===== src/rtl/router_pkg.sv =====
`default_nettype none
// ============================================================================
// Module      : router_pkg
// Description : Shared port indices and coordinate helpers for the XY route
//               stage: signed dx/dy extraction and one-step-toward-zero.
// Revision    : 1.0 - initial release
// ============================================================================
package router_pkg;

  localparam int PORT_E    = 0;
  localparam int PORT_W    = 1;
  localparam int PORT_N    = 2;
  localparam int PORT_S    = 3;
  localparam int PORT_L    = 4;
  localparam int NUM_PORTS = 5;

  // Helpers work on fixed maximum widths; callers size-cast in and slice out.
  localparam int MAX_PKT_W   = 64;
  localparam int MAX_COORD_W = 16;
  localparam int PKT_IDX_W   = 6;

  // Extract a coord_w-bit two's complement field whose MSB sits at bit msb,
  // sign-extended to MAX_COORD_W bits.
  function automatic logic signed [MAX_COORD_W-1:0] extract_coord(
    input logic [MAX_PKT_W-1:0] pkt,
    input int                   msb,
    input int                   coord_w
  );
    logic signed [MAX_COORD_W-1:0] v;
    v = '0;
    for (int i = 0; i < MAX_COORD_W; i++) begin
      if (i < coord_w) begin
        v[i] = pkt[PKT_IDX_W'(msb - coord_w + 1 + i)];
      end else begin
        v[i] = pkt[PKT_IDX_W'(msb)];
      end
    end
    return v;
  endfunction

  function automatic logic signed [MAX_COORD_W-1:0] extract_dx(
    input logic [MAX_PKT_W-1:0] pkt,
    input int                   pkt_w,
    input int                   coord_w
  );
    return extract_coord(pkt, pkt_w - 1, coord_w);
  endfunction

  function automatic logic signed [MAX_COORD_W-1:0] extract_dy(
    input logic [MAX_PKT_W-1:0] pkt,
    input int                   pkt_w,
    input int                   coord_w
  );
    return extract_coord(pkt, pkt_w - coord_w - 1, coord_w);
  endfunction

  // Move a coordinate one step toward zero. Widening by one bit before the
  // add/subtract keeps the most negative value well behaved.
  function automatic logic signed [MAX_COORD_W-1:0] step_toward_zero(
    input logic signed [MAX_COORD_W-1:0] coord
  );
    logic signed [MAX_COORD_W:0] ext;
    ext = {coord[MAX_COORD_W-1], coord};
    if (coord[MAX_COORD_W-1]) begin
      ext = ext + (MAX_COORD_W+1)'(1);
    end else if (coord != '0) begin
      ext = ext - (MAX_COORD_W+1)'(1);
    end
    return ext[MAX_COORD_W-1:0];
  endfunction

endpackage
`default_nettype wire


===== src/rtl/sync_fifo.sv =====
`default_nettype none
// ============================================================================
// Module      : sync_fifo
// Description : Synchronous FIFO with extra-bit wrap pointers; full/empty and
//               count derive from registered pointers only.
// Revision    : 1.0 - initial release
// ============================================================================
module sync_fifo #(
  parameter int WIDTH = 16,
  parameter int DEPTH = 4
) (
  input  logic                     clk,
  input  logic                     rst,
  input  logic                     push,
  input  logic [WIDTH-1:0]         push_data,
  input  logic                     pop,
  output logic [WIDTH-1:0]         pop_data,
  output logic                     full,
  output logic                     empty,
  output logic [$clog2(DEPTH):0]   count
);

  localparam int c_ADDR_W = $clog2(DEPTH);

  logic [c_ADDR_W:0] r_wr_ptr;
  logic [c_ADDR_W:0] r_rd_ptr;
  logic [WIDTH-1:0]  r_mem [DEPTH];
  logic              w_do_push;
  logic              w_do_pop;

  assign empty     = (r_wr_ptr == r_rd_ptr);
  assign full      = (r_wr_ptr[c_ADDR_W] != r_rd_ptr[c_ADDR_W]) &&
                     (r_wr_ptr[c_ADDR_W-1:0] == r_rd_ptr[c_ADDR_W-1:0]);
  assign count     = r_wr_ptr - r_rd_ptr;
  assign pop_data  = r_mem[r_rd_ptr[c_ADDR_W-1:0]];
  assign w_do_push = push && !full;
  assign w_do_pop  = pop && !empty;

  // Pointer update; both pointers wrap modulo 2*DEPTH.
  always_ff @(posedge clk) begin
    if (rst) begin
      r_wr_ptr <= '0;
      r_rd_ptr <= '0;
    end else begin
      if (w_do_push) r_wr_ptr <= r_wr_ptr + {{c_ADDR_W{1'b0}}, 1'b1};
      if (w_do_pop)  r_rd_ptr <= r_rd_ptr + {{c_ADDR_W{1'b0}}, 1'b1};
    end
  end

  // Storage write; contents are qualified by the pointers so need no reset.
  always_ff @(posedge clk) begin
    if (w_do_push) r_mem[r_wr_ptr[c_ADDR_W-1:0]] <= push_data;
  end

endmodule
`default_nettype wire


===== src/rtl/xy_route_stage.sv =====
`default_nettype none
// ============================================================================
// Module      : xy_route_stage
// Description : Router input stage: FIFO buffer, dimension-order route
//               decision with coordinate decrement, one-entry output register
//               with a one-hot valid/ready handshake.
// Revision    : 1.0 - initial release
// ============================================================================
module xy_route_stage
  import router_pkg::*;
#(
  parameter int PKT_W    = 16,
  parameter int COORD_W  = 4,
  parameter int DEPTH    = 4,
  parameter int YX_FIRST = 0
) (
  input  logic                          clk,
  input  logic                          rst,
  input  logic [PKT_W-1:0]              in_pkt,
  input  logic                          in_valid,
  output logic                          in_ready,
  output logic [PKT_W-1:0]              out_pkt,
  output logic [NUM_PORTS-1:0]          out_valid,
  input  logic [NUM_PORTS-1:0]          out_ready,
  output logic [$clog2(DEPTH+2)-1:0]    occupancy
);

  localparam int c_OCC_W = $clog2(DEPTH+2);
  localparam int c_SIGN  = MAX_COORD_W - 1;

  logic                          w_fifo_full;
  logic                          w_fifo_empty;
  logic [$clog2(DEPTH):0]        w_fifo_count;
  logic [PKT_W-1:0]              w_head;
  logic [MAX_PKT_W-1:0]          w_head_ext;
  logic signed [MAX_COORD_W-1:0] w_dx;
  logic signed [MAX_COORD_W-1:0] w_dy;
  logic signed [MAX_COORD_W-1:0] w_dx_step;
  logic signed [MAX_COORD_W-1:0] w_dy_step;
  logic                          w_use_x;
  logic                          w_use_y;
  logic [NUM_PORTS-1:0]          w_next_valid;
  logic [PKT_W-1:0]              w_next_pkt;
  logic                          w_push;
  logic                          w_fire;
  logic                          w_or_full;
  logic                          w_load;
  logic                          w_unused;

  logic [NUM_PORTS-1:0]          r_out_valid;
  logic [PKT_W-1:0]              r_out_pkt;

  // Accept depends only on registered FIFO state, never on a same-cycle pop.
  assign in_ready  = !w_fifo_full && !rst;
  assign w_push    = in_valid && in_ready;
  assign w_or_full = |r_out_valid;
  assign w_fire    = |(r_out_valid & out_ready);
  assign w_load    = (!w_or_full || w_fire) && !w_fifo_empty;

  sync_fifo #(
    .WIDTH (PKT_W),
    .DEPTH (DEPTH)
  ) u_fifo (
    .clk       (clk),
    .rst       (rst),
    .push      (w_push),
    .push_data (in_pkt),
    .pop       (w_load),
    .pop_data  (w_head),
    .full      (w_fifo_full),
    .empty     (w_fifo_empty),
    .count     (w_fifo_count)
  );

  assign w_head_ext = MAX_PKT_W'(w_head);
  assign w_dx       = extract_dx(w_head_ext, PKT_W, COORD_W);
  assign w_dy       = extract_dy(w_head_ext, PKT_W, COORD_W);
  assign w_dx_step  = step_toward_zero(w_dx);
  assign w_dy_step  = step_toward_zero(w_dy);
  assign w_unused   = ^{w_head_ext, w_dx_step, w_dy_step};

  // Route decision on the FIFO head: pick axis by order, direction by sign,
  // and rewrite only the routed coordinate field.
  always_comb begin
    w_use_x      = 1'b0;
    w_use_y      = 1'b0;
    w_next_valid = '0;
    w_next_pkt   = w_head;
    if (YX_FIRST == 0) begin
      w_use_x = (w_dx != '0);
      w_use_y = (w_dx == '0) && (w_dy != '0);
    end else begin
      w_use_y = (w_dy != '0);
      w_use_x = (w_dy == '0) && (w_dx != '0);
    end
    if (w_use_x) begin
      if (w_dx[c_SIGN]) w_next_valid[PORT_W] = 1'b1;
      else              w_next_valid[PORT_E] = 1'b1;
      w_next_pkt[PKT_W-1 -: COORD_W] = w_dx_step[COORD_W-1:0];
    end else if (w_use_y) begin
      if (w_dy[c_SIGN]) w_next_valid[PORT_S] = 1'b1;
      else              w_next_valid[PORT_N] = 1'b1;
      w_next_pkt[PKT_W-COORD_W-1 -: COORD_W] = w_dy_step[COORD_W-1:0];
    end else begin
      w_next_valid[PORT_L] = 1'b1;
    end
  end

  // Output register: reload from the FIFO head when free or firing, else
  // clear on fire; holds stable while stalled.
  always_ff @(posedge clk) begin
    if (rst) begin
      r_out_valid <= '0;
      r_out_pkt   <= '0;
    end else if (w_load) begin
      r_out_valid <= w_next_valid;
      r_out_pkt   <= w_next_pkt;
    end else if (w_fire) begin
      r_out_valid <= '0;
    end
  end

  assign out_valid = r_out_valid;
  assign out_pkt   = r_out_pkt;
  assign occupancy = c_OCC_W'(w_fifo_count) + c_OCC_W'(w_or_full);

endmodule
`default_nettype wire


===== config.mk =====
export PLATFORM = sky130hd
export DESIGN_NAME = xy_route_stage
export DESIGN_NICKNAME = d
export VERILOG_FILES = /design/src/rtl/router_pkg.sv /design/src/rtl/sync_fifo.sv /design/src/rtl/xy_route_stage.sv
export SDC_FILE = /design/constraint.sdc
export NUM_CORES = 1
export LEC_CHECK = 0
export BUFFER_PORTS_ARGS = -buffer_cell sky130_fd_sc_hd__buf_2
export CAP_MARGIN = 20
export CELL_PAD_IN_SITES_DETAIL_PLACEMENT = 1
export CELL_PAD_IN_SITES_GLOBAL_PLACEMENT = 1
export CORE_ASPECT_RATIO = 2
export CORE_MARGIN = 10
export CORE_UTILIZATION = 48
export DETAILED_ROUTE_END_ITERATION = 16
export PLACE_DENSITY = 0.88
export SYNTH_ARGS = -nofsm -noshare
export SYNTH_HDL_FRONTEND = slang
export SYNTH_HIERARCHICAL = 1
export SYNTH_SLANG_ARGS = --single-unit

===== constraint.sdc =====
create_clock -name clk -period 3.45 [get_ports clk]
set_clock_uncertainty 0.1 [all_clocks]
set_input_delay 0.1725 -clock clk [delete_from_list [all_inputs] [get_ports clk]]
set_output_delay 0.1725 -clock clk [all_outputs]
set_load 0.02 [all_outputs]

==> impl_metrics.yaml, run 1 <==
run_status:
  run_status: "complete, no violations"
flow_run:
  maxCapViolCount: 0
floorplan:
  design.die.area_sq_mm: 0.0129
  chipWidth_um: 85.5
  placement_rows: 47
  core_area_sq_mm: 0.00835
  die_height_um: 151
  initial_utilization_pct: 49.3
  io_pins: 49
synth:
  synth_area_sq_mm: 0.00412
  number_of_register_bits_inferred_by_synthesis: 93
  synth_seq_area_share_pct: 60.8
  post_synth_num_cell_types: 57
  synth_edf_count: 64
  postSynthCellCount: 286
  synth_fp_nets: 327
  ys.warnings.count: 6
  synthesis.area_per_instance_sq_um: 14.4
  asyncSetResetFlopFracSynth_pct: 0
  synth_top_flop_cell: "sky130_fd_sc_hd__edfxtp_1"
clock_tree:
  clock_sinks: 93
  post_cts.resized_instances: 0
  worst_setup_hold_path_clk_slew_ns: 0.07
  cts_root_buffer: "sky130_fd_sc_hd__clkbuf_16"
  worst_skew_pair.late_latency_ns: 0.35
  cts_max_path_buffers: 2
  tritoncts_clock_tree: "done"
  cts-buffers-inserted: 9
  ctsHtreeMaxLevel: 3
worst_setup_path:
  cp_top_family: "multiplexers"
  cp_data_arrival_time_ns: 3.15
  path_class: "register to register"
  reg2reg_slack_ns: 0.49
  crit_path_cell_trace: "mux4_2, inv_1, ha_1, or4b_1, mux2i_1, a2111oi_0, a31o_2"
  worstRegToRegCells: 7
  stages_on_worst_setup_path: 7
  startpoint_type: "register"
  timing.critical_path.buf_inv: 1
  critical-path-slowest-cell: "sky130_fd_sc_hd__mux4_2"
  critical_path_required_ns: 3.64
  max_stage_delay_ns: 0.62
  critical_path.reg2reg.endpoint: "out_pkt[14]"
  type_of_element_capturing_the_critical_path: "register"
  path_max_fanout: 7
place:
  placed_inst_area_sq_mm: 0.00450
  post-dp-hpwl_mm: 6.89
  place.port_buffers: 48
  place_ws_ns: 0.542
  gp_congestion: 0.805
layout:
  syn2layout_area_growth_pct: 21.1
  final_area_sq_mm: 0.00498
  n_antenna_cell: 0
  drive_above_1_share_pct: 27.0
  final.fill_count: 803
  finish.net_count: 399
timing:
  min_period_ns: 2.96
  timing.max_slew.rel_slack_pct: 44.7
  layout_setup_ws_ns: 0.489
  slew_violations: 0
  slew_at_the_pin_closest_to_its_max_slew_limit_ns: 0.829
  grt_setup_unrepaired: "no"
  achievable-frequency_mhz: 338
  timing.hold.ws_ns: 0.131
  timing.final.hold_violations: 0
  fin_setup_tns_ns: 0
  final_clock_period_utilization_by_the_worst_path_pct: 85.8
  setup_viol_count_final: 0
grt:
  grt_usage_pct: 16.3
  antenna_found_initial: 0
  grt_max_degree: 30
  global_route.overflow_total: 0
  grt_pass1_vias: 2981
  grt_pass1_wl_mm: 16.2
pwr:
  power.ir.vdd_worst_v: 0.000641
  p_leak_nw: 1.93
  pd_cells_mw_per_mm2: 801
  power.total_mw: 3.99
min_path:
  hold_path.startpoint: "rst"
  hold_class: "primary input to register"
  hold_depth: 2
  worst_case_hold_path_end_point: "u_fifo/r_rd_ptr[2]"
drt:
  vias_per_cell: 5.88
  drc: 0
  num_vias: 2709
  wl_mm: 10.2
  first_iter_violations: 109
  drtAntennaViolNets: 0
  drtPass1Iterations: 4
  routedWlPerCell_um: 22.0
-- cell families after synthesis --
logic type / synth area share (%)
flops: 60.8
simple gates: 11.0
compound gates: 6.54
mux: 12.4
buf+inv: 2.83
fa+ha+maj: 5.53
xor+xnor: 0.851
-- routing by layer --
metal	track usage [%]	vias up	share of wire, %
met5	0	-	0
met4	7.86	0	3.0
met3	3.87	20	3.7
met2	30.2	63	56
met1	16.3	1382	37
li1	-	1244	-
-- cells in the final DEF, fill, tap and decap left out, types with 3 or more instances in the layout --
cell                            instances
sky130_fd_sc_hd__edfxtp_1              64
sky130_fd_sc_hd__buf_2                 48
sky130_fd_sc_hd__nand2_1               32
sky130_fd_sc_hd__dfxtp_1               29
sky130_fd_sc_hd__dlygate4sd3_1         16
sky130_fd_sc_hd__mux4_2                16
sky130_fd_sc_hd__mux2i_1               15
sky130_fd_sc_hd__ha_1                  15
sky130_fd_sc_hd__buf_4                 12
sky130_fd_sc_hd__inv_1                 11
sky130_fd_sc_hd__clkbuf_16              9
sky130_fd_sc_hd__nor2_1                 7
sky130_fd_sc_hd__nor3b_1                7
sky130_fd_sc_hd__and2_1                 6
sky130_fd_sc_hd__nand3_1                5
sky130_fd_sc_hd__nor3_1                 3
sky130_fd_sc_hd__a21oi_1                3
sky130_fd_sc_hd__o21ai_0                3
sky130_fd_sc_hd__xnor2_1                3
sky130_fd_sc_hd__a41oi_1                3
sky130_fd_sc_hd__a31oi_1                3
sky130_fd_sc_hd__inv_6                  3
-- sequential cells by signal, indices dropped and copies added (netlist names), named ones only --
signal           cells
u_fifo/r_wr_ptr      3
u_fifo/r_rd_ptr      3
out_pkt             16
out_valid            5
u_fifo/r_mem        64
-- area by class of cell --
| class | instances | area [sq um] | share of cell area [%] |
|---|---|---|---|
| clock buffers | 9 | 225 | 4.52 |
| clock inverters | 7 | 101 | 2.03 |
| repair buffers | 76 | 490 | 9.84 |
| well taps | 98 | 123 | 2.46 |
| multi-input cells | 166 | 1500 | 30.0 |
| inverters | 12 | 45.0 | 0.904 |
| flip-flops and latches | 93 | 2500 | 50.2 |
-- timing repair --
action / 4_1_cts / 5_1_grt
hold buffers: 16 / 0
hold endpoints to repair: 64 / 0
endpoints found under the setup margin: 0 / 0
buffers inserted: 0 / 0
-- worst max path at each step --
stage                                   from                  to  slack [ns]
after global routing      u_fifo/r_wr_ptr[0]  u_fifo/r_mem[1][3]        0.31
after global placement              register         out_pkt[14]        0.70
final                               register         out_pkt[14]        0.49
after detailed placement            register         out_pkt[14]        0.54
after CTS                           register         out_pkt[14]        0.48
after floorplan           u_fifo/r_wr_ptr[0]  u_fifo/r_mem[3][0]        0.41
-- cells in the mapped netlist, drive strengths merged (2+ instances only) --
cell | number | area (sq um)
a2111oi | 2 | 18.8
a211oi | 2 | 15.0
a21oi | 3 | 15.0
a22o | 2 | 18.8
a31o | 3 | 26.3
a31oi | 3 | 18.8
a32o | 2 | 20.0
a41oi | 3 | 26.3
and2 | 6 | 37.5
and3b | 2 | 17.5
buf | 5 | 31.3
clkbuf | 10 | 40.0
dfxtp | 29 | 581
edfxtp | 64 | 1920
fa | 2 | 40.0
ha | 15 | 188
inv | 12 | 45.0
mux2i | 15 | 150
mux4 | 16 | 360
nand2 | 32 | 120
nand3 | 5 | 25.0
nor2 | 7 | 26.3
nor2b | 2 | 12.5
nor3 | 3 | 15.0
nor3b | 7 | 52.6
nor4b | 3 | 41.3
o21a | 2 | 15.0
o21ai | 3 | 15.0
o311ai | 3 | 26.3
or4 | 3 | 23.8
or4b | 2 | 20.0
xnor2 | 3 | 26.3
-- stage by stage --
stage	std cells	util (%)
floorplan	286	-
global placement	429	53.9
detailed placement	429	53.9
CTS	461	59.7
global route	461	59.7
finish	461	59.7
-- worst register-to-register path: cells and delay by family (launching register included) --
kind                       cells  cell delay [ns]
muxes                          2             0.80
AOI/OAI and AO/OA              2             0.59
and+or+nand+nor                1             0.58
DFF                            1             0.41
adders and majority gates      1             0.23
buffers and inverters          1             0.19
-- power by group --
part	internal, mW	switching [mW]	total [mW]
sequential	1.34	0.0950	1.44
combinational	0.598	0.868	1.47
clock	0.645	0.441	1.09
Power figures use the tool's default switching activity.
==> run 2, diff against run 1 <==
- REMOVE_ABC_BUFFERS: not set -> 1
==> impl_metrics.yaml, run 2 (synthesized netlist as in run 1, its figures left out) <==
run_status:
  run_status: "complete, no violations"
grt:
  global_route.overflow_total: 0
  antenna_found_initial: 1
  grt_usage_pct: 17.6
  grt_pass1_vias: 3045
  grt_max_degree: 30
  grt_pass1_wl_mm: 17.1
clock_tree:
  post_cts.resized_instances: 0
  post_cts_hold_buffer_count: 16
  cts_max_path_buffers: 2
  clock_sinks: 93
  cts-buffers-inserted: 9
  cts_root_buffer: "sky130_fd_sc_hd__clkbuf_16"
  worst_setup_hold_path_clk_slew_ns: 0.06
  post_cts.repair.setup_buffers: 0
  ctsHtreeMaxLevel: 3
  tritoncts_clock_tree: "done"
  worst_skew_pair.late_latency_ns: 0.35
min_path:
  hold_path.startpoint: "rst"
  hold_depth: 2
  hold_class: "primary input to register"
  worst_case_hold_path_end_point: "u_fifo/r_rd_ptr[2]"
drt:
  drtPass1Iterations: 4
  routedWlPerCell_um: 23.8
  drtAntennaViolNets: 0
  wl_mm: 10.9
  num_vias: 2732
  vias_per_cell: 5.94
  first_iter_violations: 134
  drc: 0
worst_setup_path:
  cp_data_arrival_time_ns: 3.24
  cp_top_family: "multiplexers"
  reg2reg_slack_ns: 0.40
  timing.critical_path.buf_inv: 2
  crit_path_cell_trace: "buf_4, mux4_2, inv_1, ha_1, or4b_1, mux2i_1, a2111oi_0, a31o_2"
  type_of_element_capturing_the_critical_path: "register"
  critical-path-slowest-cell: "sky130_fd_sc_hd__or4b_1"
  max_stage_delay_ns: 0.61
  startpoint_type: "register"
  critical_path.reg2reg.endpoint: "out_pkt[14]"
  critical_path_required_ns: 3.64
  path_class: "register to register"
  worstRegToRegCells: 8
  path_max_fanout: 15
place:
  place.port_buffers: 48
  post-dp-hpwl_mm: 6.86
  gp_congestion: 0.786
  place_ws_ns: 0.472
timing:
  fin_setup_tns_ns: 0
  timing.final.hold_violations: 0
  layout_setup_ws_ns: 0.397
  timing.hold.ws_ns: 0.159
  timing.max_slew.rel_slack_pct: 37.5
  min_period_ns: 3.05
  slew_violations: 0
  slew_at_the_pin_closest_to_its_max_slew_limit_ns: 0.936
  setup_viol_count_final: 0
  final_clock_period_utilization_by_the_worst_path_pct: 88.5
  grt_setup_unrepaired: "no"
  achievable-frequency_mhz: 328
flow_run:
  maxCapViolCount: 0
pwr:
  power.ir.vdd_worst_v: 0.000445
  pd_cells_mw_per_mm2: 815
  p_leak_nw: 1.93
  power.total_mw: 4.07
floorplan:
  placement_rows: 47
  die_height_um: 151
  io_pins: 49
  initial_utilization_pct: 49.3
  core_area_sq_mm: 0.00835
  chipWidth_um: 85.5
  design.die.area_sq_mm: 0.0129
layout:
  drive_above_1_share_pct: 26.6
  layout.cells.most_common: "sky130_fd_sc_hd__edfxtp_1"
  final_core_utilization_pct: 59.8
  number_of_flip_flops_under_the_largest_register_name: 64
  most-common-layout-cells: "sky130_fd_sc_hd__edfxtp_1, sky130_fd_sc_hd__buf_2, sky130_fd_sc_hd__nand2_1"
  finish.net_count: 397
  syn2layout_area_growth_pct: 21.3
run 2: metrics by stage:
| stage | cell area (sq um) | std cells |
|---|---|---|
| after global routing | 4990 | 460 |
| final | 4990 | 460 |
| after detailed placement | 4480 | 427 |
| after floorplan | 4040 | 271 |
| after global placement | 4480 | 427 |
| after CTS | 4990 | 459 |
run 2: power breakdown:
group          internal [mW]  switching [mW]
combinational          0.590           0.885
sequential              1.34          0.0988
clock                  0.717           0.431
total                   2.65            1.41
run 2: cell type report:
cell class / instances / area, sq um
Fill cell: 807 / 3360
Sequential cell: 93 / 2500
Antenna cell: 1 / 2.50
Tap cell: 98 / 123
Multi-Input combinational cell: 166 / 1500
Clock buffer: 10 / 229
Timing Repair Buffer: 74 / 475
Inverter: 12 / 45.0
Clock inverter: 6 / 119
run 2: worst max-delay path by stage:
| stage | startpoint | endpoint | slack, ns | depth (start not counted) |
|---|---|---|---|---|
| detailed placement | register | out_pkt[14] | 0.47 | 8 |
| finish | register | out_pkt[14] | 0.40 | 8 |
| floorplan | register | out_pkt[14] | 0.25 | 7 |
| global route | register | out_pkt[14] | 0.22 | 8 |
| CTS | register | out_pkt[14] | 0.39 | 8 |
| global placement | register | out_pkt[14] | 0.51 | 8 |
run 2: layer usage:
layer,global-route usage [%],share of wire (%),wire [um],vias to the layer above
li1,-,-,-,1239
met5,0,0,0,-
met2,34.1,59,6400,73
met1,16.0,35,3800,1397
met4,7.78,2.7,290,0
met3,5.00,4.1,446,23
==> run 3, diff against run 2 <==
- CTS_BUF_LIST: not set -> sky130_fd_sc_hd__clkbuf_16
==> impl_metrics.yaml, run 3 (synthesized netlist as in run 1, its figures left out) <==
run_status:
  run_status: "complete, no violations"
clock_tree:
  cts-buffers-inserted: 9
  cts_max_path_buffers: 2
  ctsHtreeMaxLevel: 3
  cts_root_buffer: "sky130_fd_sc_hd__clkbuf_16"
  worst_skew_pair.late_latency_ns: 0.35
  clock_sinks: 93
  post_cts.resized_instances: 0
  tritoncts_clock_tree: "done"
  worst_setup_hold_path_clk_slew_ns: 0.06
drt:
  drtAntennaViolNets: 0
  drtPass1Iterations: 4
  first_iter_violations: 134
  wl_mm: 10.9
  routedWlPerCell_um: 23.7
  vias_per_cell: 5.92
  num_vias: 2724
  drc: 0
floorplan:
  io_pins: 49
  chipWidth_um: 85.5
  placement_rows: 47
  design.die.area_sq_mm: 0.0129
  initial_utilization_pct: 49.3
  core_area_sq_mm: 0.00835
  die_height_um: 151
layout:
  finish.net_count: 397
  number_of_flip_flops_under_the_largest_register_name: 64
  syn2layout_area_growth_pct: 21.3
  multi_input_comb_area_sq_mm: 0.00150
  register_area_sq_mm: 0.00250
  drive_above_1_share_pct: 26.6
  layout.cells.most_common: "sky130_fd_sc_hd__edfxtp_1"
  most-common-layout-cells: "sky130_fd_sc_hd__edfxtp_1, sky130_fd_sc_hd__buf_2, sky130_fd_sc_hd__nand2_1"
  final-instance-count-excl-fill: 460
  final.fill_count: 807
min_path:
  hold_class: "primary input to register"
worst_setup_path:
  type_of_element_capturing_the_critical_path: "register"
  max_stage_delay_ns: 0.62
  path_class: "register to register"
  critical-path-slowest-cell: "sky130_fd_sc_hd__or4b_1"
  crit_path_cell_trace: "buf_4, mux4_2, inv_1, ha_1, or4b_1, mux2i_1, a2111oi_0, a31o_2"
  path_max_fanout: 15
  cp_data_arrival_time_ns: 3.25
  critical_path_required_ns: 3.64
  startpoint_type: "register"
place:
  place.port_buffers: 48
  place_inst: 427
  gp_congestion: 0.786
  post-dp-hpwl_mm: 6.86
timing:
  grt_setup_unrepaired: "no"
  slew_violations: 0
  timing.max_slew.rel_slack_pct: 37.5
  min_period_ns: 3.07
  final_clock_period_utilization_by_the_worst_path_pct: 88.9
  slew_at_the_pin_closest_to_its_max_slew_limit_ns: 0.936
  timing.final.hold_violations: 0
  setup_viol_count_final: 0
  fin_setup_tns_ns: 0
  achievable-frequency_mhz: 326
grt:
  antenna_found_initial: 1
  grt_usage_pct: 17.6
  grt_pass1_wl_mm: 17.1
  grt_pass1_vias: 3045
  global_route.overflow_total: 0
  grt_max_degree: 30
pwr:
  combinational_group_share_of_total_power_pct: 36.3
  netSwitchingFraction_pct: 34.8
  pwr-share-seq_pct: 35.5
  p_leak_nw: 1.93
  clock_power_share_pct: 28.2
  net-switching-power_mw: 1.42
  power.ir.vdd_worst_v: 0.000445
  internal_power_mw: 2.65
  pd_cells_mw_per_mm2: 814
flow_run:
  maxCapViolCount: 0
==> run 3: repair_timing <==
action                    in CTS  in global routing
hold buffers                  16                  0
hold endpoints to repair      64                  0
buffers inserted               0                  0
==> run 3: worst paths after layout <==
path         startpoint                  to  slack (ns)  cells after the start
max            register         out_pkt[14]        0.38                      8
min                 rst  u_fifo/r_rd_ptr[2]        0.16                      2
max reg2reg    register         out_pkt[14]        0.38                      8
min reg2reg  out_pkt[8]          out_pkt[8]        0.36                      2
==> run 3: layer usage <==
metal | routed length [um] | vias to the layer above | GRT usage (%)
met4 | 287 | 0 | 7.78
met3 | 434 | 21 | 5.00
li1 | - | 1239 | -
met5 | 0 | - | 0
met1 | 3790 | 1404 | 16.0
met2 | 6410 | 60 | 34.1
==> run 3: final cells by class <==
type                            count  area share [%]
Antenna cell                        1          0.0501
Clock buffer                        9            4.51
Clock inverter                      7            2.46
Inverter                           12           0.902
Multi-Input combinational cell    166            30.0
Sequential cell                    93            50.1
Tap cell                           98            2.46
Timing Repair Buffer               74            9.52
==> run 3: critical path, delay by kind of cell (launching register included) <==
kind / cells / cell delay (ns)
buffers and inverters: 2 / 0.41
adders and majority gates: 1 / 0.19
and+or+nand+nor: 1 / 0.62
DFF: 1 / 0.36
muxes: 2 / 0.75
AOI/OAI and AO/OA: 2 / 0.58
==> run 3: metrics by stage <==
stage               worst slack (ns)  area [sq um]  hold WS [ns]  utilization (%)  power (mW)
floorplan                      0.255          4040         0.142                -        2.43
finish                         0.384          4990         0.159             59.8        4.06
CTS                            0.388          4990         0.144             59.8        4.10
global route                   0.222          4990         0.208             59.8        4.27
detailed placement             0.472          4480         0.288             53.7        2.90
global placement               0.514          4480         0.282             53.7        2.82
==> run 3: power by group through the flow <==
stage | Combinational (mW) | Clock [mW] | Sequential, mW
global route | 1.60 | 1.21 | 1.46
finish | 1.48 | 1.15 | 1.44
floorplan | 0.834 | 0 | 1.59
detailed placement | 1.43 | 0 | 1.47
global placement | 1.37 | 0 | 1.45
CTS | 1.48 | 1.17 | 1.45
